`src/rtl/sub_sm_dispatcher.sv`:
```
// Command dispatcher: maps a host command word onto one sub-state-machine and runs
// its Enable/Done handshake under a per-phase timeout, with abort and error reporting.
module sub_sm_dispatcher #(
    parameter logic [15:0] CMD_BASE = 16'h0001,
    parameter int unsigned NUM_SUB  = 4,
    parameter logic [15:0] TIMEOUT  = 16'd50000
) (
    input  logic               Clk,
    input  logic               Rst,
    input  logic               CmdValid,
    input  logic [15:0]        CmdWord,
    input  logic               Abort,
    output logic               CmdReady,
    output logic [15:0]        SysState,
    output logic [NUM_SUB-1:0] SubEnable,
    input  logic [NUM_SUB-1:0] SubDone,
    output logic               Busy,
    output logic               CmdDone,
    output logic               CmdErr,
    output logic [1:0]         ErrCode
);
    localparam int unsigned CNT_W = 16;
    localparam logic [1:0] ERR_OK      = 2'b00;
    localparam logic [1:0] ERR_ILLEGAL = 2'b01;
    localparam logic [1:0] ERR_TIMEOUT = 2'b10;
    localparam logic [1:0] ERR_ABORT   = 2'b11;

    typedef enum logic [1:0] {S_IDLE, S_ENABLE, S_RELEASE, S_REPORT} state_t;

    state_t             state_q;
    logic               ready_q;
    logic [15:0]        sys_q;
    logic [NUM_SUB-1:0] sub_en_q;
    logic [NUM_SUB-1:0] sel_q;
    logic               busy_q;
    logic               done_q;
    logic               err_q;
    logic [1:0]         code_q;
    logic [CNT_W-1:0]   cnt_q;

    logic [15:0]        idx_c;
    logic               legal_c;
    logic [NUM_SUB-1:0] onehot_c;
    logic               done_hit_c;
    logic               tmo_c;

    // Wrap-around below CMD_BASE yields a huge idx and so falls out as illegal.
    assign idx_c      = CmdWord - CMD_BASE;
    assign legal_c    = idx_c < 16'(NUM_SUB);
    assign onehot_c   = NUM_SUB'(1) << idx_c[2:0];
    assign done_hit_c = |(SubDone & sel_q);
    assign tmo_c      = (cnt_q == (TIMEOUT - 16'd1));

    always_ff @(posedge Clk) begin
        if (!Rst) begin
            state_q  <= S_IDLE;
            ready_q  <= 1'b1;
            sys_q    <= 16'h0000;
            sub_en_q <= '0;
            sel_q    <= '0;
            busy_q   <= 1'b0;
            done_q   <= 1'b0;
            err_q    <= 1'b0;
            code_q   <= ERR_OK;
            cnt_q    <= '0;
        end else begin
            done_q <= 1'b0;
            err_q  <= 1'b0;
            case (state_q)
                S_IDLE: begin
                    if (CmdValid && ready_q) begin
                        ready_q <= 1'b0;
                        busy_q  <= 1'b1;
                        cnt_q   <= '0;
                        if (legal_c) begin
                            state_q  <= S_ENABLE;
                            sys_q    <= CmdWord;
                            sel_q    <= onehot_c;
                            sub_en_q <= onehot_c;
                        end else begin
                            state_q <= S_REPORT;
                            sel_q   <= '0;
                            err_q   <= 1'b1;
                            code_q  <= ERR_ILLEGAL;
                        end
                    end
                end
                // Priority in both handshake phases: abort, then done condition, then timeout.
                S_ENABLE: begin
                    cnt_q <= cnt_q + CNT_W'(1);
                    if (Abort) begin
                        state_q  <= S_REPORT;
                        sub_en_q <= '0;
                        err_q    <= 1'b1;
                        code_q   <= ERR_ABORT;
                    end else if (done_hit_c) begin
                        state_q  <= S_RELEASE;
                        sub_en_q <= '0;
                        cnt_q    <= '0;
                    end else if (tmo_c) begin
                        state_q  <= S_REPORT;
                        sub_en_q <= '0;
                        err_q    <= 1'b1;
                        code_q   <= ERR_TIMEOUT;
                    end
                end
                S_RELEASE: begin
                    cnt_q <= cnt_q + CNT_W'(1);
                    if (Abort) begin
                        state_q <= S_REPORT;
                        err_q   <= 1'b1;
                        code_q  <= ERR_ABORT;
                    end else if (!done_hit_c) begin
                        state_q <= S_REPORT;
                        done_q  <= 1'b1;
                        code_q  <= ERR_OK;
                    end else if (tmo_c) begin
                        state_q <= S_REPORT;
                        err_q   <= 1'b1;
                        code_q  <= ERR_TIMEOUT;
                    end
                end
                S_REPORT: begin
                    state_q <= S_IDLE;
                    sys_q   <= 16'h0000;
                    busy_q  <= 1'b0;
                    ready_q <= 1'b1;
                    sel_q   <= '0;
                end
                default: state_q <= S_IDLE;
            endcase
        end
    end

    assign CmdReady  = ready_q;
    assign SysState  = sys_q;
    assign SubEnable = sub_en_q;
    assign Busy      = busy_q;
    assign CmdDone   = done_q;
    assign CmdErr    = err_q;
    assign ErrCode   = code_q;

endmodule
```
`config.mk`:
```
export PLATFORM = sky130hd
export DESIGN_NAME = sub_sm_dispatcher
export DESIGN_NICKNAME = d
export VERILOG_FILES = /design/src/rtl/sub_sm_dispatcher.sv
export SDC_FILE = /design/constraint.sdc
export NUM_CORES = 1
export LEC_CHECK = 0
export ABC_AREA = 1
export ABC_CLOCK_PERIOD_IN_PS = 2110
export CAP_MARGIN = 20
export CORE_MARGIN = 2
export CORE_UTILIZATION = 47
export CTS_BUF_LIST = sky130_fd_sc_hd__clkbuf_4 sky130_fd_sc_hd__clkbuf_8 sky130_fd_sc_hd__clkbuf_16
export CTS_CLUSTER_SIZE = 20
export DETAILED_ROUTE_END_ITERATION = 10
export GPL_TIMING_DRIVEN = 0
export PLACE_DENSITY = 0.75
export SYNTH_ARGS = -nofsm -noshare
export SYNTH_HDL_FRONTEND = slang
export SYNTH_SLANG_ARGS = --single-unit
```
`constraint.sdc`:
```
create_clock -name Clk -period 2.11 [get_ports Clk]
set_clock_uncertainty 0.15 [all_clocks]
set_input_delay 0.422 -clock Clk [delete_from_list [all_inputs] [get_ports Clk]]
set_output_delay 0.422 -clock Clk [all_outputs]
set_load 0.05 [all_outputs]
```
-- Word-level counts from Yosys, hierarchy flattened
Cells that the tools add are included.
- register bits after elaboration: 48
- logic and storage cells: 83
- output and inout bits: 26
- bits of input ports: 24
- multiplexer cells: 45
- reduce and logical (&&, ||, !) cells: 12
- eq/ne operators: 9
- shift-type cells: 1
- magnitude comparators: 1
- $add $sub $neg: 2
- bitwise gates (word level): 3
- operator list (operator ; count):
    16-bit two-way mux ; 5
    16-bit one-hot mux with 3 select lines ; 1
    16-bit one-hot mux with 2 select lines ; 1
    2-bit two-way mux ; 14
    4-bit two-way mux ; 7
    16-bit by 1-bit adder with 16-bit output, second input constant ; 1
    16-bit equality test, second input constant ; 1
    16-bit by 3-bit < comparator with 1-bit output, second input constant ; 1
    4-bit one-hot mux with 2 select lines ; 2
    16-bit by 1-bit subtractor with 16-bit output, second input constant ; 1
    1-bit two-way mux ; 10
    2-bit one-hot mux with 4 select lines ; 1
    4-bit AND reduction ; 2
    2-bit inequality test, second input constant ; 3
    2-bit one-hot mux with 3 select lines ; 1
    4-bit AND ; 1
    2-bit equality test, second input constant ; 2
    4-bit inequality test, second input constant ; 1
    1-bit one-hot mux with 2 select lines ; 2
    2-bit AND reduction ; 2
    2-bit nonzero test ; 2
    4-bit OR reduction ; 1
    1-bit by 3-bit left shift with 4-bit output, first input constant ; 1
    3-bit inequality test, second input constant ; 1
    other kinds (8) ; 9

-- Logic depth before layout (Yosys ltp)
Gate-level depths: netlist (run 1).
- word-level depth: 5
- mapped depth: 13

-- Worst setup path before layout (run 1)
OpenSTA, ideal clock, no wires.
- kind: register to register
- start point: register ready_q (netlist: CmdReady)
- end point: register cnt_q[9]
- arrival time: 1753 ps
- stages on the path, launching flop included: 12
- path buffers: 0
- data required time: 1840 ps
- setup time: 120 ps
- slack: 86 ps
- period minus slack after synthesis: 2024 ps
- path through: dfxtp_1 -> nand2_1 -> inv_1 -> nor2_4 -> nor2_4 -> inv_1 -> nor2_4 -> nand3_1 -> nor2_1 -> nand2_1 -> o211ai_1 -> a21oi_1
- cells in the longest elaborated chain, start to end: 3
- ends and longest elaborated chain (what ; RTL line ; RTL):
    from (decl) ; 31 ; logic ready_q;
    from (signal assigned) ; 57 ; ready_q <= 1'b1;
    from (signal assigned) ; 72 ; ready_q <= 1'b0;
    from (signal assigned) ; 127 ; ready_q <= 1'b1;
    1-bit logical AND ; 71 ; if (CmdValid && ready_q) begin
    2-bit inequality test (no line) ; n/a ;
    2-bit AND reduction (no line) ; n/a ;
    to (signal assigned) ; 90 ; cnt_q <= cnt_q + CNT_W'(1);
    to (signal assigned) ; 108 ; cnt_q <= cnt_q + CNT_W'(1);
    to (decl) ; 39 ; logic [CNT_W-1:0] cnt_q;
No other way between the ends.
A chain may end at the register's enable or synchronous reset.

-- Worst setup path after layout (run 1)
- start point: register sys_q[6] (netlist: SysState[6])
- end point: output SysState[6]
- RTL lines (what ; RTL line ; RTL):
    from (decl) ; 32 ; logic [15:0] sys_q;
    from (signal assigned) ; 77 ; sys_q <= CmdWord;
    to (decl) ; 14 ; output logic [15:0] SysState,
No word-level cell between the ends.

==> impl_metrics.toml, run 1 <==
[pwr]
leakage_nw = 1.54
vdd_drop_max_uv = 1070
power_density_nw_per_um2 = 1140

[drt]
finalWirelength_mm = 6.49
drc = 0
post_drt_wl_per_cell_um = 11.9
drt_iter0_markers = 165
drtPass1Iterations = 4
vias = 2719
avgViaCountPerCell = 4.97
ant_nets = 0

[critical_path]
crit_chain = "clkdlybuf4s50_1"
buffer_and_inverter_count_on_the_worst_path = 1
critPathKind = "reg2out"
crit_arrival_ns = 1.49
worst_setup_path_startpoint = "SysState[6]"
data_required_critical_path_ns = 1.54
slowest_stage_delay_cp_ns = 0.81
worstSetupStartpointType = "flip-flop"
setup.worst_path.end_class = "output port"
path_delay_family = "buffers and inverters"
timing.rr.start = "state_q[0]"
critical_path.slowest_cell = "sky130_fd_sc_hd__clkdlybuf4s50_1"
worstPathMaxFanout = 2

[die]
dieHeight_um = 79.5
placementRows = 27
num_io_pins = 50
initial_utilization = 0.486
core_area_um2 = 5510
die_area_um2 = 6310
die_w_um = 79.5

[place]
io_buffer_count = 49
gp_congestion = 0.895
place_hpwl_mm = 4.59
post_place_cell_area_um2 = 3260
place_ws_ns = -0.602
placed_cells = 526

[final_layout]
number_of_diodes = 0
seqCellArea_um2 = 963
final-instance-count-excl-fill = 547
fillers = 497
finish.instance_area_um2 = 3620
area_growth_syn_to_layout_pct = 35.4
fin_nets = 503
drive_gt1_frac = 0.202
multi_input_comb_area_um2 = 1630

[grt]
grt-ovfl-total = 0
wire_length_of_the_first_global_routing_pass_mm = 10.3
grt_start_max_net_pins = 17
vias_in_the_first_global_route = 2426
groute.usage.overall = 0.202
antenna_found_initial = 0

[yosys]
yosysUniqueCellTypes = 33
ys_seq_area_frac = 0.359
post_synth_inst_count = 405
post_synthesis_cell_area_um2 = 2680
synth_largest_type_area_fraction = 0.359
postSynthAreaPerCell_um2 = 6.61
synth-seq-cells = 48
synth_largest_area_cell = "sky130_fd_sc_hd__dfxtp_1"
syn-num-nets = 434
synthTopCellsByArea = "sky130_fd_sc_hd__dfxtp_1, sky130_fd_sc_hd__nand2_1, sky130_fd_sc_hd__nor2_1"
synth-warning-count = 0

[sta]
final_period_minus_worst_setup_slack_ns = 2.06
setup_viol_count_final = 0
slew_headroom = 0.653
final.period_utilization = 0.978
fmaxAchievable_ghz = 0.485
worst_slack_setup_final_ns = 0.0469
finalSetupTns_ns = 0
worst-slew-pin-transition_ns = 0.518
final-max-slew-violation-count = 0
number_of_hold_violations_in_the_final_report = 0

[clock_network]
clk_latency_ns = 0.30
clk_path_buf_depth = 2
clkSlewWorstSetupHoldPaths_ns = 0.09
clock_buffer_count_from_cts = 5
cts_tree = "built"
clkSinkCount = 48
cts_root_buf = "sky130_fd_sc_hd__clkbuf_8"
cts-hold-fix-buffers = 0
clock_tree.htree_level_count = 2

[min_path]
hold_class = "reg2reg"
holdCritStartpoint = "SysState[4]"

[flow_run]
maxCapViolCount = 0

[status]
run_status = "completed"
==> synthesized netlist by cell type (all sizes together) <==
cell type	n
nand2	101
nor2	74
inv	51
dfxtp	48
nand3	38
a21oi	28
o21ai	20
nor3	10
nand4	6
xor2	6
ha	5
buf	4
clkbuf	3
a211oi	2
nand3b	2
a21boi	1
a31oi	1
o2111ai	1
o211ai	1
o21bai	1
o22ai	1
or2	1
==> final timing paths <==
check	to	slack (ns)	cells after the start
worst min register to register	SysState[4]	0.29	2
worst max-delay path	SysState[6]	0.05	1
worst max register to register	cnt_q[9]	0.08	12
worst min-delay path	SysState[4]	0.29	2
==> cell type report <==
type | instances | area share
clock buffers | 5 | 0.0190
plain buffers | 7 | 0.0155
clock inverters | 3 | 0.0190
flip-flops and latches | 48 | 0.266
inverters | 51 | 0.0542
well taps | 72 | 0.0249
multi-input cells | 299 | 0.449
repair buffers | 62 | 0.153
==> flip-flops by register name, indices dropped and copies added, names as in the netlist <==
name	count
state_q	2
sel_q	4
Busy	1
SubEnable	4
CmdReady	1
cnt_q	16
CmdErr	1
SysState	16
CmdDone	1
ErrCode	2
==> repair_timing <==
item / in CTS / in global routing
pin swaps: 10 / 19
gates resized for setup: 23 / 57
buffers inserted: 2 / 11
endpoints found under the setup margin: 35 / 44
==> stage by stage <==
stage / utilization / total power, mW / hold slack [ns]
after global routing: 0.658 / 4.35 / 0.308
after CTS: 0.622 / 3.91 / 0.292
after global placement: 0.591 / 2.99 / 0.277
after detailed placement: 0.591 / 3.01 / 0.278
final: 0.658 / 4.12 / 0.288
after floorplan: - / 2.52 / 0.295
==> cells by family (layout without fill, tap and decap cells) <==
kind of cell,count (synthesis),in the layout,synth area share
and+or+nand+nor,232,232,0.381
buffers and inverters,58,128,0.0879
xor gates and xnor gates,6,6,0.0196
AOI/OAI and AO/OA,56,56,0.129
adders and majority gates,5,5,0.0234
DFF,48,48,0.359
==> placed cells by master, fill, tap and decap left out, drive strengths merged, types with 2 or more instances in the layout <==
cell type        n
nand2          101
nor2            74
inv             52
dfxtp           48
nand3           38
clkdlybuf4s50   34
a21oi           28
o21ai           20
buf             17
clkbuf          15
nor3            10
nand4            6
xor2             6
dlygate4sd2      5
ha               5
dlymetal6s2s     3
nand3b           2
bufinv           2
a211oi           2
==> layer usage <==
| layer | global-route usage | wire length, um | part of all wire | vias to the layer above |
|---|---|---|---|---|
| met5 | 0 | 0 | 0 | - |
| met3 | 0.0373 | 194 | 0.030 | 5 |
| met2 | 0.345 | 3090 | 0.48 | 48 |
| met1 | 0.264 | 3150 | 0.49 | 1227 |
| li1 | - | - | - | 1439 |
| met4 | 0.0448 | 51 | 0.0079 | 0 |
==> where the power goes <==
| group | switching [mW] | internal, mW | leakage (nW) |
|---|---|---|---|
| registers | 0.0834 | 1.05 | 0.390 |
| clock network | 0.330 | 0.477 | 0.0687 |
| logic | 1.40 | 0.783 | 1.08 |
No activity file was read; power rests on OpenSTA's default activity.
==> run 2: changes to the inputs <==
--- a/config.mk
+++ b/config.mk
@@ -6,15 +6,15 @@
 export NUM_CORES = 1
 export LEC_CHECK = 0
 export ABC_AREA = 1
-export ABC_CLOCK_PERIOD_IN_PS = 2110
+export ABC_CLOCK_PERIOD_IN_PS = 2520
 export CAP_MARGIN = 20
 export CORE_MARGIN = 2
-export CORE_UTILIZATION = 47
+export CORE_UTILIZATION = 56
 export CTS_BUF_LIST = sky130_fd_sc_hd__clkbuf_4 sky130_fd_sc_hd__clkbuf_8 sky130_fd_sc_hd__clkbuf_16
 export CTS_CLUSTER_SIZE = 20
 export DETAILED_ROUTE_END_ITERATION = 10
 export GPL_TIMING_DRIVEN = 0
-export PLACE_DENSITY = 0.75
+export PLACE_DENSITY = 0.84
 export SYNTH_ARGS = -nofsm -noshare
 export SYNTH_HDL_FRONTEND = slang
 export SYNTH_SLANG_ARGS = --single-unit
==> constraint.sdc (replaced) <==
create_clock -name Clk -period 2.52 [get_ports Clk]
set_clock_uncertainty 0.15 [all_clocks]
set_input_delay 0.504 -clock Clk [delete_from_list [all_inputs] [get_ports Clk]]
set_output_delay 0.504 -clock Clk [all_outputs]
set_load 0.05 [all_outputs]
==> run 2 against run 1 <==
Against the previous run: non-clock buffer count down 13; sequential share of layout area up 2.1 points; final area down 7.7%; largest cell class unchanged; highest routed layer unchanged.
==> impl_metrics.toml, run 2 (same netlist as run 1, synthesis figures left out) <==
[die]
num_io_pins = 50
core_area_um2 = 4660
die_area_um2 = 5350
initial_utilization = 0.574
dieHeight_um = 73.1
placementRows = 25
die_w_um = 73.1

[pwr]
power.share.clock = 0.162
internal-power_mw = 1.60
report.power.total_mw = 3.04
share_of_power_burned_in_registers = 0.310
combinational_power_share = 0.528
vdd_drop_max_uv = 774
sw_frac_of_total = 0.473
power_density_nw_per_um2 = 907
switchingPower_mw = 1.44
leakage_nw = 1.38

[place]
place_hpwl_mm = 4.76
placed_cells = 508
gp_congestion = 0.857
io_buffer_count = 49

[clock_network]
clock_buffer_count_from_cts = 5
cts_root_buf = "sky130_fd_sc_hd__clkbuf_8"
cts_tree = "built"
cts-hold-fix-buffers = 0
clk_latency_ns = 0.30
resized_gates_after_cts = 0
clock_tree.htree_level_count = 2
post_cts_buffers = 0
clk_path_buf_depth = 2
clkSlewWorstSetupHoldPaths_ns = 0.08
clkSinkCount = 48

[final_layout]
multi_input_comb_area_um2 = 1490
final-instance-count-excl-fill = 516
fin_nets = 490
fillers = 382
fin_util = 0.718
most_common_library_cell_in_the_layout_ignoring_fill_and_taps = "sky130_fd_sc_hd__nand2_1"
drive_gt1_frac = 0.102
area_growth_syn_to_layout_pct = 25.0
seqCellArea_um2 = 961
layout_common_cells = "sky130_fd_sc_hd__nand2_1, sky130_fd_sc_hd__nor2_1, sky130_fd_sc_hd__dfxtp_1, sky130_fd_sc_hd__clkdlybuf4s50_1, sky130_fd_sc_hd__inv_1"
number_of_diodes = 0

[grt]
groute.usage.overall = 0.243
antenna_found_initial = 0
wire_length_of_the_first_global_routing_pass_mm = 10.4
grt_start_max_net_pins = 16
grt-ovfl-total = 0
vias_in_the_first_global_route = 2498

[critical_path]
timing.rr.start = "state_q[0]"
critPathKind = "in2reg"
worstRegToRegCells = 12
worst_reg2reg_setup_slack_ns = 0.13
worstPathMaxFanout = 5
r2r_end = "cnt_q[9]"
worstSetupStartpointType = "input port"
crit_arrival_ns = 2.49
setup.worst_path.end_class = "flip-flop"
data_required_critical_path_ns = 2.60

[sta]
setup_viol_count_final = 0
worst-slew-pin-transition_ns = 0.522
final_period_minus_worst_setup_slack_ns = 2.41
final-max-slew-violation-count = 0
slew_headroom = 0.651
fmaxAchievable_ghz = 0.414
final.period_utilization = 0.958
finalSetupTns_ns = 0
number_of_hold_violations_in_the_final_report = 0

[drt]
vias = 2688
drt_iter0_markers = 114
drtPass1Iterations = 4
post_drt_wl_per_cell_um = 12.1
drc = 0
ant_nets = 0
finalWirelength_mm = 6.26
avgViaCountPerCell = 5.21

[min_path]
hold_class = "reg2reg"
holdPathStages = 2
min_to = "SysState[9]"
holdCritStartpoint = "SysState[9]"

[status]
run_status = "completed"

[flow_run]
maxCapViolCount = 0
run 2: worst max-delay path, cell delays in order:
cell	delay [ns]
sky130_fd_sc_hd__clkdlybuf4s50_1	0.50
sky130_fd_sc_hd__nor2_4	0.21
sky130_fd_sc_hd__nand2_2	0.12
sky130_fd_sc_hd__nor2_4	0.14
sky130_fd_sc_hd__nand2_1	0.08
sky130_fd_sc_hd__nand2_1	0.06
sky130_fd_sc_hd__nand2_1	0.05
sky130_fd_sc_hd__nor2_1	0.11
sky130_fd_sc_hd__nand3_1	0.08
sky130_fd_sc_hd__nor2_1	0.31
sky130_fd_sc_hd__nand3_1	0.18
sky130_fd_sc_hd__a21oi_1	0.16
run 2: power by group through the flow:
stage	Combinational [mW]	Clock [mW]	Sequential [mW]
finish	1.60	0.492	0.941
global route	1.73	0.522	0.958
CTS	1.59	0.498	0.941
detailed placement	1.58	0	0.958
global placement	1.55	0	0.952
floorplan	0.851	0	1.26
run 2: layout make-up:
class | count | area share
Tap cell | 54 | 0.0202
Buffer | 7 | 0.0131
Timing Repair Buffer | 49 | 0.147
Sequential cell | 48 | 0.287
Multi-Input combinational cell | 299 | 0.446
Clock inverter | 2 | 0.00411
Clock buffer | 6 | 0.0247
Inverter | 51 | 0.0572
run 2: through the flow:
step / hold slack, ns / setup WS [ns] / area, um^2
finish: 0.288 / 0.106 / 3350
detailed placement: 0.279 / -0.283 / 3230
global placement: 0.273 / -0.212 / 3230
CTS: 0.291 / 0.0357 / 3330
floorplan: 0.295 / 0.496 / 2680
global route: 0.306 / -0.00930 / 3350
run 2: metal layers:
metal,up-vias,part of all wire,global-route usage,wire [um]
met1,1209,0.46,0.301,2860
met3,8,0.054,0.0663,336
li1,1409,-,-,-
met5,-,0,0,0
met4,0,0.010,0.0700,64
met2,62,0.48,0.410,3000
run 2: how the worst max path moves through the flow:
stage          startpoint       end  slack, ns  cells after the start
6_report       CmdWord[1]  sel_q[1]       0.11                     12
3_3_place_gp   CmdWord[2]    CmdErr      -0.21                     14
5_1_grt        CmdWord[0]  sel_q[1]     -0.009                     12
2_1_floorplan    CmdReady  cnt_q[9]       0.50                     11
3_5_place_dp   CmdWord[2]    CmdErr      -0.28                     14
4_1_cts        CmdWord[2]    CmdErr       0.04                     14
